`src/rtl/layer_sched.sv`:
```
// Layer scheduler: queues per-layer descriptors and launches them one at a time
// on the global-buffer controller, counting layer and output-map completions.
module layer_sched #(
    parameter int AW    = 32,
    parameter int DEPTH = 8,
    parameter int MCW   = 16
) (
    input  logic          clk,
    input  logic          rst_n,
    input  logic          sys_ena,
    input  logic          desc_wr,
    input  logic [31:0]   desc_cmd,
    input  logic [AW-1:0] desc_daddr,
    input  logic [AW-1:0] desc_waddr,
    output logic          desc_full,
    output logic          desc_empty,
    input  logic          start,
    input  logic          abort,
    output logic [31:0]   comp_cmd,
    output logic [AW-1:0] data_init_addr,
    output logic [AW-1:0] weight_init_addr,
    input  logic          glb_done,
    input  logic          mapend,
    output logic          busy,
    output logic          all_done,
    output logic [7:0]    layer_cnt,
    output logic [MCW-1:0] map_cnt,
    output logic          err,
    output logic          ovf
);
    localparam int PW = $clog2(DEPTH);
    localparam int CW = PW + 1;

    typedef enum logic [1:0] {IDLE, ISSUE, WAIT} state_t;

    state_t          state_q, state_d;
    logic [30:0]     cmd_mem   [DEPTH];
    logic [AW-1:0]   daddr_mem [DEPTH];
    logic [AW-1:0]   waddr_mem [DEPTH];
    logic [PW-1:0]   wr_ptr_q, wr_ptr_d, rd_ptr_q, rd_ptr_d;
    logic [CW-1:0]   cnt_q, cnt_d;
    logic [30:0]     cur_cmd_q, cur_cmd_d;
    logic [AW-1:0]   cur_daddr_q, cur_daddr_d, cur_waddr_q, cur_waddr_d;
    logic [31:0]     comp_cmd_q, comp_cmd_d;
    logic            busy_q, busy_d, all_done_q, all_done_d, err_q, err_d, ovf_q, ovf_d;
    logic [7:0]      layer_cnt_q, layer_cnt_d;
    logic [MCW-1:0]  map_cnt_q, map_cnt_d;
    logic            full, empty, push, pop;

    assign full  = (cnt_q == CW'(DEPTH));
    assign empty = (cnt_q == '0);
    assign push  = desc_wr && !full && !abort;

    always_comb begin
        state_d     = state_q;
        wr_ptr_d    = wr_ptr_q;
        rd_ptr_d    = rd_ptr_q;
        cnt_d       = cnt_q;
        cur_cmd_d   = cur_cmd_q;
        cur_daddr_d = cur_daddr_q;
        cur_waddr_d = cur_waddr_q;
        comp_cmd_d  = comp_cmd_q;
        busy_d      = busy_q;
        all_done_d  = all_done_q;
        err_d       = err_q;
        ovf_d       = ovf_q;
        layer_cnt_d = layer_cnt_q;
        map_cnt_d   = map_cnt_q;
        pop         = 1'b0;

        if (abort) begin
            state_d    = IDLE;
            wr_ptr_d   = '0;
            rd_ptr_d   = '0;
            cnt_d      = '0;
            comp_cmd_d = '0;
            busy_d     = 1'b0;
            all_done_d = 1'b0;
        end else begin
            if (sys_ena) begin
                all_done_d = 1'b0;
                unique case (state_q)
                    IDLE: begin
                        if (glb_done) err_d = 1'b1;
                        if (start && !empty) begin
                            pop         = 1'b1;
                            layer_cnt_d = '0;
                            err_d       = 1'b0;
                            ovf_d       = 1'b0;
                            state_d     = ISSUE;
                        end
                    end
                    ISSUE: begin
                        if (glb_done) err_d = 1'b1;
                        state_d = WAIT;
                    end
                    WAIT: begin
                        if (mapend && (map_cnt_q != '1)) map_cnt_d = map_cnt_q + MCW'(1);
                        if (glb_done) begin
                            layer_cnt_d = layer_cnt_q + 8'd1;
                            if (!empty) begin
                                pop     = 1'b1;
                                state_d = ISSUE;
                            end else begin
                                state_d    = IDLE;
                                all_done_d = 1'b1;
                            end
                        end
                    end
                    default: state_d = IDLE;
                endcase

                if (pop) begin
                    cur_cmd_d   = cmd_mem[rd_ptr_q];
                    cur_daddr_d = daddr_mem[rd_ptr_q];
                    cur_waddr_d = waddr_mem[rd_ptr_q];
                    rd_ptr_d    = rd_ptr_q + PW'(1);
                end
                if (state_d == ISSUE) map_cnt_d = '0;

                // Outputs are registered, so they are derived from the next state.
                unique case (state_d)
                    ISSUE:   comp_cmd_d = {1'b1, cur_cmd_d};
                    WAIT:    comp_cmd_d = {1'b0, cur_cmd_d};
                    default: comp_cmd_d = '0;
                endcase
                busy_d = (state_d != IDLE);
            end

            if (desc_wr && full) ovf_d = 1'b1;
            if (push) wr_ptr_d = wr_ptr_q + PW'(1);
            cnt_d = cnt_q + CW'(push) - CW'(pop);
        end
    end

    always_ff @(posedge clk) begin
        if (push) begin
            cmd_mem[wr_ptr_q]   <= desc_cmd[30:0];
            daddr_mem[wr_ptr_q] <= desc_daddr;
            waddr_mem[wr_ptr_q] <= desc_waddr;
        end
    end

    always_ff @(posedge clk) begin
        if (!rst_n) begin
            state_q     <= IDLE;
            wr_ptr_q    <= '0;
            rd_ptr_q    <= '0;
            cnt_q       <= '0;
            cur_cmd_q   <= '0;
            cur_daddr_q <= '0;
            cur_waddr_q <= '0;
            comp_cmd_q  <= '0;
            busy_q      <= 1'b0;
            all_done_q  <= 1'b0;
            err_q       <= 1'b0;
            ovf_q       <= 1'b0;
            layer_cnt_q <= '0;
            map_cnt_q   <= '0;
        end else begin
            state_q     <= state_d;
            wr_ptr_q    <= wr_ptr_d;
            rd_ptr_q    <= rd_ptr_d;
            cnt_q       <= cnt_d;
            cur_cmd_q   <= cur_cmd_d;
            cur_daddr_q <= cur_daddr_d;
            cur_waddr_q <= cur_waddr_d;
            comp_cmd_q  <= comp_cmd_d;
            busy_q      <= busy_d;
            all_done_q  <= all_done_d;
            err_q       <= err_d;
            ovf_q       <= ovf_d;
            layer_cnt_q <= layer_cnt_d;
            map_cnt_q   <= map_cnt_d;
        end
    end

    assign desc_full        = full;
    assign desc_empty       = empty;
    assign comp_cmd         = comp_cmd_q;
    assign data_init_addr   = cur_daddr_q;
    assign weight_init_addr = cur_waddr_q;
    assign busy             = busy_q;
    assign all_done         = all_done_q;
    assign layer_cnt        = layer_cnt_q;
    assign map_cnt          = map_cnt_q;
    assign err              = err_q;
    assign ovf              = ovf_q;
endmodule
```
`config.mk`:
```
export PLATFORM = sky130hd
export DESIGN_NAME = layer_sched
export DESIGN_NICKNAME = d
export VERILOG_FILES = /design/src/rtl/layer_sched.sv
export SDC_FILE = /design/constraint.sdc
export NUM_CORES = 1
export LEC_CHECK = 0
export CELL_PAD_IN_SITES_DETAIL_PLACEMENT = 0
export CELL_PAD_IN_SITES_GLOBAL_PLACEMENT = 1
export CORE_MARGIN = 2
export CORE_UTILIZATION = 45
export CTS_CLUSTER_SIZE = 25
export DETAILED_ROUTE_END_ITERATION = 12
export PLACE_DENSITY_LB_ADDON = 0.1
export SYNTH_ARGS = -nofsm -noshare
export SYNTH_HDL_FRONTEND = slang
export SYNTH_SLANG_ARGS = --single-unit
```
`constraint.sdc`:
```
create_clock -name clk -period 21 [get_ports clk]
set_input_delay 3.15 -clock clk [delete_from_list [all_inputs] [get_ports clk]]
set_output_delay 3.15 -clock clk [all_outputs]
set_load 0.03 [all_outputs]
```
==> results.md, run 1 <==
* Vias in the first global route at 18700
* ANT nets after route at 0
* Number of H-tree levels at 3
* Biggest fanout along the worst timing path at 48
* Cell Count, Final, Fillers Out at 3202
* Min-Delay Path Class: flip-flop to flip-flop
* Hold path start: ovf$_SDFFE_PN0P_
* Hold-critical path depth at 2
* Clock transition at the registers of the reported paths at 0.06 ns
* Mapped Nets at 1945
* Initial detailed-routing violation count at 1025
* Chip Height at 284 µm
* Number of endpoints failing setup at the final stage at 0
* Run status: completed
* Initial standard-cell utilization of the core at 0.455
* Tightest hold margin at 0.466 ns
* Post-CTS Setup Bufs at 0
* Worst-path cell chain: clkdlybuf4s50_1 > nor2b_1 > nand2b_1 > nor3_2 > buf_4 > buf_4
* Type of element capturing the critical path: flip-flop
* Proportion of register bits with asynchronous set or reset after synthesis at 0
* Share of post-route cells with drive strength above 1 at 0.166
* Mean Syn Cell Area at 19.3 µm²
* Buffer depth of the longest clock path at 3
* Total wire length at 77700 µm
* Vias per inst at 5.55
* Hold Fails Final Rpt at 0
* Resized Gates After CTS at 0
* Global placer's final weighted congestion at 0.750
* Area added between synthesis and finish at 18.6%
* Global-route wire length before repair at 116000 µm
* Largest net degree at the start of global routing at 160
* Clock latency on the worst-skew pair at 0.65 ns
* Wire length per cell after detailed routing at 24.3 µm
* Post-synthesis cell count at 1828
* Stages on the worst setup path at 6
* Data required time of the critical path at 21.27 ns
* Worst r2r path cells at 10
* GRT Residual Overflow at 0
* Register area share after synthesis at 0.745
* Antenna violations before repair at 9
* Predominant post-synthesis flop cell: sky130_fd_sc_hd__edfxtp_1
* Kind of critical path: input pin to flip-flop
* Startpoint types: input pin
* Final count of pins violating max slew at 0
* Count of max-cap constraint violations at 0
* Cell total after placement at 3022
* Clock tree sinks at 930
* Reg-to-Reg Start: cnt_q[2]$_SDFF_PP0_
* Number of enable-type register cells in the synthesized netlist at 760
* Transition time at the pin with the least slew margin at 1.09 ns
* Minimum clock period at 5.94 ns
* Sum Neg Setup Slack at 0 ns
* Number of optimization iterations in the first detailed-route pass at 5
* Tightest slew margin relative to the limit at 0.267
* Post-route fraction of the period consumed by the critical path at 0.283
* Row count at 102
* Placement Setup Slack at 14.28 ns
* Number of storage elements in the synthesis netlist at 930
* Residual DRC at 0
* Setup slack of the critical path after layout at 15.06 ns
* IO Count at 230
* Cell at the root of the clock tree: sky130_fd_sc_hd__clkbuf_16
* Via total after detailed routing at 17800
* Buffering stage count on the worst path with inverters included at 3
* Core region area at 0.0775 mm²
* PD cells at 91.0 mW/mm²
* Critical path's most frequent cell: sky130_fd_sc_hd__buf_4
* Total Nets Final at 2196
* Peak clock frequency supported by timing at 168 MHz
* RSZ-0062 raised after global routing: false
* Die boundary width at 284 µm
* Leak at 13.1 nW
* TritonCTS buffer count at 95
* Worst path arrival time at 6.20 ns
* Kind of cell with the highest combined delay on the critical path: buffers and inverters
* Gr usage total at 0.192
* Peak VDD IR at 0.0546 mV
* Total die area at 0.0805 mm²
* Count of cell types in the netlist at 59
* Skew final at 0.0196 ns
* Summed instance area of the synthesized netlist at 0.0352 mm²
* Placed wire-length estimate at 39800 µm
* Clock tree from TritonCTS: built
* Hold-fix buffers at CTS at 0
* YS warnings at 0
* Start point of the critical path: abort
* Biggest cell delay along the critical path at 0.83 ns
* IO Port Bufs at 228
* Library cell contributing the largest single delay on the critical path: sky130_fd_sc_hd__buf_4
[worst paths after layout]
check,to,slack (ns)
min,ovf$_SDFFE_PN0P_,0.47
min reg2reg,ovf$_SDFFE_PN0P_,0.47
max reg2reg,map_cnt[1]$_SDFFE_PN0P_,17.61
max,cmd_mem[2][2]$_DFFE_PP_,15.06
[worst reg2reg max path: cells and delay by family, from the launching register on]
| kind | cells | cell delay [ns] |
|---|---|---|
| AND/OR/NAND/NOR | 4 | 2.08 |
| AO/OA/AOI/OAI | 2 | 0.21 |
| flip-flops | 1 | 0.29 |
| buffers and inverters | 2 | 0.18 |
| adder cells (fa/ha/maj) | 2 | 0.51 |
[cell usage after synthesis (all sizes together) (4+ instances only)]
library cell  instances  area, µm²
nand4                 8       50.1
edfxtp              760      22800
mux2                 31        349
or3                  12       75.1
a21oi                88        440
nor3                  7       35.0
and2                 36        225
nand3                10       50.1
nor3b                 4       35.0
mux2i                69        691
mux4                190       4500
xor2                  4       35.0
o31ai                 9       67.6
nor2                 87        327
inv                  14       52.6
or4                  10       75.1
clkbuf               60        226
a221o                31        310
o21ai               110        554
o211ai                4       35.0
nand2b                8       50.1
dfxtp               170       3400
buf                  45        272
nand2                10       37.5
ha                   12        150
[through the flow]
stage               power, mW  cell area (µm²)   util
floorplan                2.12            35200      -
global placement         2.17            38600  0.499
detailed placement       2.18            38600  0.499
CTS                      3.85            41700  0.539
global route             3.93            41800  0.539
finish                   3.80            41800  0.539
[cells in the final DEF, fill, tap and decap left out, types with 7 or more instances in the layout]
cell type / netlist / layout
sky130_fd_sc_hd__edfxtp_1: 760 / 760
sky130_fd_sc_hd__clkdlybuf4s50_1: 0 / 227
sky130_fd_sc_hd__dfxtp_1: 170 / 165
sky130_fd_sc_hd__mux4_2: 130 / 130
sky130_fd_sc_hd__clkbuf_16: 0 / 97
sky130_fd_sc_hd__o21ai_0: 94 / 94
sky130_fd_sc_hd__a21oi_1: 88 / 88
sky130_fd_sc_hd__nor2_1: 87 / 81
sky130_fd_sc_hd__mux2i_1: 69 / 69
sky130_fd_sc_hd__mux4_1: 60 / 60
sky130_fd_sc_hd__and2_1: 36 / 36
sky130_fd_sc_hd__mux2_2: 31 / 31
sky130_fd_sc_hd__a221o_1: 31 / 31
sky130_fd_sc_hd__buf_4: 3 / 31
sky130_fd_sc_hd__clkbuf_1: 59 / 28
sky130_fd_sc_hd__clkinv_2: 0 / 19
sky130_fd_sc_hd__o21ai_1: 15 / 15
sky130_fd_sc_hd__inv_1: 13 / 13
sky130_fd_sc_hd__or3_1: 12 / 12
sky130_fd_sc_hd__ha_1: 12 / 12
sky130_fd_sc_hd__nand2_1: 10 / 10
sky130_fd_sc_hd__nand3_1: 10 / 10
sky130_fd_sc_hd__or4_1: 10 / 10
sky130_fd_sc_hd__clkinv_1: 0 / 10
sky130_fd_sc_hd__clkbuf_8: 0 / 10
sky130_fd_sc_hd__o31ai_1: 9 / 9
sky130_fd_sc_hd__nand2b_1: 8 / 8
sky130_fd_sc_hd__nand4_1: 8 / 8
sky130_fd_sc_hd__bufinv_16: 0 / 7
[routing by layer]
layer,global-route usage,up-vias,part of all wire
met5,0,-,0.0011
met4,0.0591,14,0.022
met3,0.0392,120,0.053
met2,0.330,393,0.50
met1,0.247,9267,0.42
li1,-,7977,-
[sequential cells by signal, indices dropped and copies added, names as in the netlist, 2 cells and up, named ones only]
register	count
cmd_mem	248
cnt_q	4
comp_cmd	32
cur_cmd_q	31
daddr_mem	256
data_init_addr	32
layer_cnt	8
map_cnt	16
rd_ptr_q	3
state_q	2
waddr_mem	256
weight_init_addr	32
wr_ptr_q	3
[power by group]
group          leakage (nW)  internal, mW  switching, mW
logic                  3.37        0.0504         0.0680
clock network          1.53         0.974          0.689
registers              8.24          2.01        0.00746
[area by class of cell]
class | count | area (µm²)
Fill cell | 6059 | 35700
Inverter | 14 | 52.6
Antenna cell | 2 | 5.00
Clock inverter | 43 | 445
Timing Repair Buffer | 259 | 2520
Sequential cell | 930 | 26200
Multi-Input combinational cell | 779 | 8510
Tap cell | 1040 | 1300
Clock buffer | 135 | 2670
[cell families after synthesis]
group | Yosys count | share of synthesized area
DFF | 930 | 0.745
muxes | 290 | 0.157
AOI/OAI and AO/OA | 257 | 0.0436
and+or+nand+nor | 212 | 0.0321
buffers and inverters | 119 | 0.0156
adders and majority gates | 13 | 0.00483
xor gates and xnor gates | 7 | 0.00174
(Power assumes the default switching activity.)
==> run 2, diff against run 1 <==
- clock period: 21 -> 5.22 ns (I/O delays scaled with it)
==> run 2 against run 1 <==
Against the previous run:
- core utilization rose by 0.62 points
- critical path depth fell by 1
- highest routed layer unchanged
- clock-buffer cell count fell by 10
- cell area rose by 1.2%
- non-clock buffer count rose by 11
- largest cell class unchanged
==> results.md, run 2 (synthesis gave the netlist of run 1 again) <==
* Number of endpoints failing setup at the final stage at 0 (unchanged)
* Biggest fanout along the worst timing path at 6 (was 48)
* Row count at 102 (unchanged)
* Worst path arrival time at 2.60 ns (was 6.20 ns)
* Placement Setup Slack at 1.31 ns (was 14.28 ns)
* Kind of critical path: flip-flop to output port (was input pin to flip-flop)
* Type of element capturing the critical path: output port (was flip-flop)
* Via total after detailed routing at 17800 (about the same)
* Buffer depth of the longest clock path at 3 (unchanged)
* Total wire length at 77500 µm (was 77700 µm)
* Startpoint types: flip-flop (was input pin)
* Clock tree sinks at 930 (unchanged)
* IO Port Bufs at 228 (unchanged)
* Initial standard-cell utilization of the core at 0.455 (unchanged)
* Minimum clock period at 3.38 ns
* Gr usage total at 0.193 (was 0.192)
* Placed wire-length estimate at 40500 µm (was 39800 µm)
* Leak at 13.3 nW (was 13.1 nW)
* Initial detailed-routing violation count at 1278 (was 1025)
* PD cells at 370 mW/mm² (was 91.0 mW/mm²)
* Residual DRC at 0 (unchanged)
* Post-Place Cell Area at 0.0389 mm² (was 0.0386 mm²)
* Largest net degree at the start of global routing at 75 (was 160)
* Total power draw at 15.6 mW (was 3.80 mW)
* Cell total after placement at 3033 (was 3022)
* Chip Height at 284 µm (unchanged)
* Multi-input logic area at 0.00854 mm² (was 0.00851 mm²)
* Tightest slew margin relative to the limit at 0.190 (was 0.267)
* Clock tree from TritonCTS: built (unchanged)
* Core region area at 0.0775 mm² (unchanged)
* Peak clock frequency supported by timing at 295 MHz
* Cell Count, Final, Fillers Out at 3214 (was 3202)
* Vias in the first global route at 18600 (was 18700)
* Post-CTS Setup Bufs at 0 (unchanged)
* Final design instance area without fill at 0.0422 mm² (was 0.0418 mm²)
* Peak VDD IR at 0.248 mV (was 0.0546 mV)
* Count of max-cap constraint violations at 0 (unchanged)
* Combined flip-flop and latch cell area at 0.0262 mm² (unchanged)
* Resized Gates After CTS at 0 (unchanged)
* Total Nets Final at 2209 (was 2196)
* Skew final at 0.0156 ns (was 0.0196 ns)
* Final count of pins violating max slew at 0 (unchanged)
* Wire length per cell after detailed routing at 24.1 µm (was 24.3 µm)
* Most frequent standard cell in the layout excluding fill and tap cells: sky130_fd_sc_hd__edfxtp_1 (unchanged)
* Clock latency on the worst-skew pair at 0.64 ns (was 0.65 ns)
* Number of H-tree levels at 3 (unchanged)
* Antenna violations before repair at 7 (was 9)
* Share of post-route cells with drive strength above 1 at 0.173 (was 0.166)
* Global-route wire length before repair at 117000 µm (was 116000 µm)
* Total die area at 0.0805 mm² (unchanged)
* Run status: completed (unchanged)
* Worst r2r path cells at 10 (unchanged)
* Total inserted antenna cells at 0 (was 2)
* Data required time of the critical path at 4.44 ns (was 21.27 ns)
* Global placer's final weighted congestion at 0.735 (was 0.750)
* Area added between synthesis and finish at 19.9% (was 18.6%)
* IO Count at 230 (unchanged)
* Hold-critical path depth at 2 (unchanged)
* Transition time at the pin with the least slew margin at 1.21 ns (was 1.09 ns)
* Share of the core filled with cells in the final layout at 0.545 (was 0.539)
* Filler cell count in the final layout at 6145 (was 6059)
* Setup slack of the critical path after layout at 1.84 ns (was 15.06 ns)
* Hold-fix buffers at CTS at 0 (unchanged)
* Hold Fails Final Rpt at 0 (unchanged)
* TritonCTS buffer count at 97 (was 95)
* GRT Residual Overflow at 0 (unchanged)
* Number of optimization iterations in the first detailed-route pass at 5 (unchanged)
* Largest registers: daddr_mem (256), waddr_mem (256), cmd_mem (248) (unchanged)
* RSZ-0062 raised after global routing: false (unchanged)
* Highest-count cells in the layout ignoring fill and taps: 760 x sky130_fd_sc_hd__edfxtp_1, 227 x sky130_fd_sc_hd__clkdlybuf4s50_1, 165 x sky130_fd_sc_hd__dfxtp_1 (unchanged)
* Post-route fraction of the period consumed by the critical path at 0.648
* Min-Delay Path Class: flip-flop to flip-flop (unchanged)
* Clock transition at the registers of the reported paths at 0.06 ns (about the same)
* ANT nets after route at 0 (unchanged)
* Cell at the root of the clock tree: sky130_fd_sc_hd__clkbuf_16 (unchanged)
* Die boundary width at 284 µm (unchanged)
* Vias per inst at 5.52 (was 5.55)
==> run 2: critical path, stage by stage (launching register included) <==
cell,delay [ns]
sky130_fd_sc_hd__dfxtp_1,0.30
sky130_fd_sc_hd__inv_1,0.09
sky130_fd_sc_hd__ha_1,0.15
sky130_fd_sc_hd__or3b_2,0.52
sky130_fd_sc_hd__inv_1,0.20
sky130_fd_sc_hd__clkdlybuf4s50_1,0.70
==> run 2: through the flow <==
step	setup TNS (ns)	hold slack (ns)
global route	0	0.490
detailed placement	0	0.460
finish	0	0.471
CTS	0	0.473
floorplan	-401.84	0.450
global placement	0	0.456
==> run 2: layout make-up <==
type                    count  area share
multi-input cells         779       0.202
inverters                  14     0.00124
repair buffers            270      0.0665
flip-flops and latches    930       0.621
clock inverters            56      0.0146
well taps                1040      0.0308
clock buffers             125      0.0631
==> run 2: path summary, 6_finish.rpt <==
| kind | startpoint | endpoint | slack (ns) |
|---|---|---|---|
| hold / removal | ovf$_SDFFE_PN0P_ | ovf$_SDFFE_PN0P_ | 0.47 |
| setup reg to reg | cnt_q[2]$_SDFF_PP0_ | map_cnt[1]$_SDFFE_PN0P_ | 1.90 |
| setup / recovery | cnt_q[2]$_SDFF_PP0_ | desc_empty | 1.84 |
| hold reg to reg | ovf$_SDFFE_PN0P_ | ovf$_SDFFE_PN0P_ | 0.47 |
==> run 2: routing by layer <==
| metal | global-route usage | vias up | routed length, µm |
|---|---|---|---|
| met5 | 0 | - | 93 |
| met4 | 0.0479 | 14 | 1220 |
| met3 | 0.0360 | 108 | 3850 |
| met2 | 0.331 | 375 | 39300 |
| met1 | 0.255 | 9247 | 33000 |
| li1 | - | 8009 | - |
==> run 2: power breakdown <==
group          total [mW]  switching [mW]  leakage, nW  internal [mW]
combinational       0.485           0.276         3.46          0.209
sequential           8.12          0.0310         8.24           8.09
clock                7.00            2.80         1.61           4.20
total                15.6            3.11         13.3           12.5
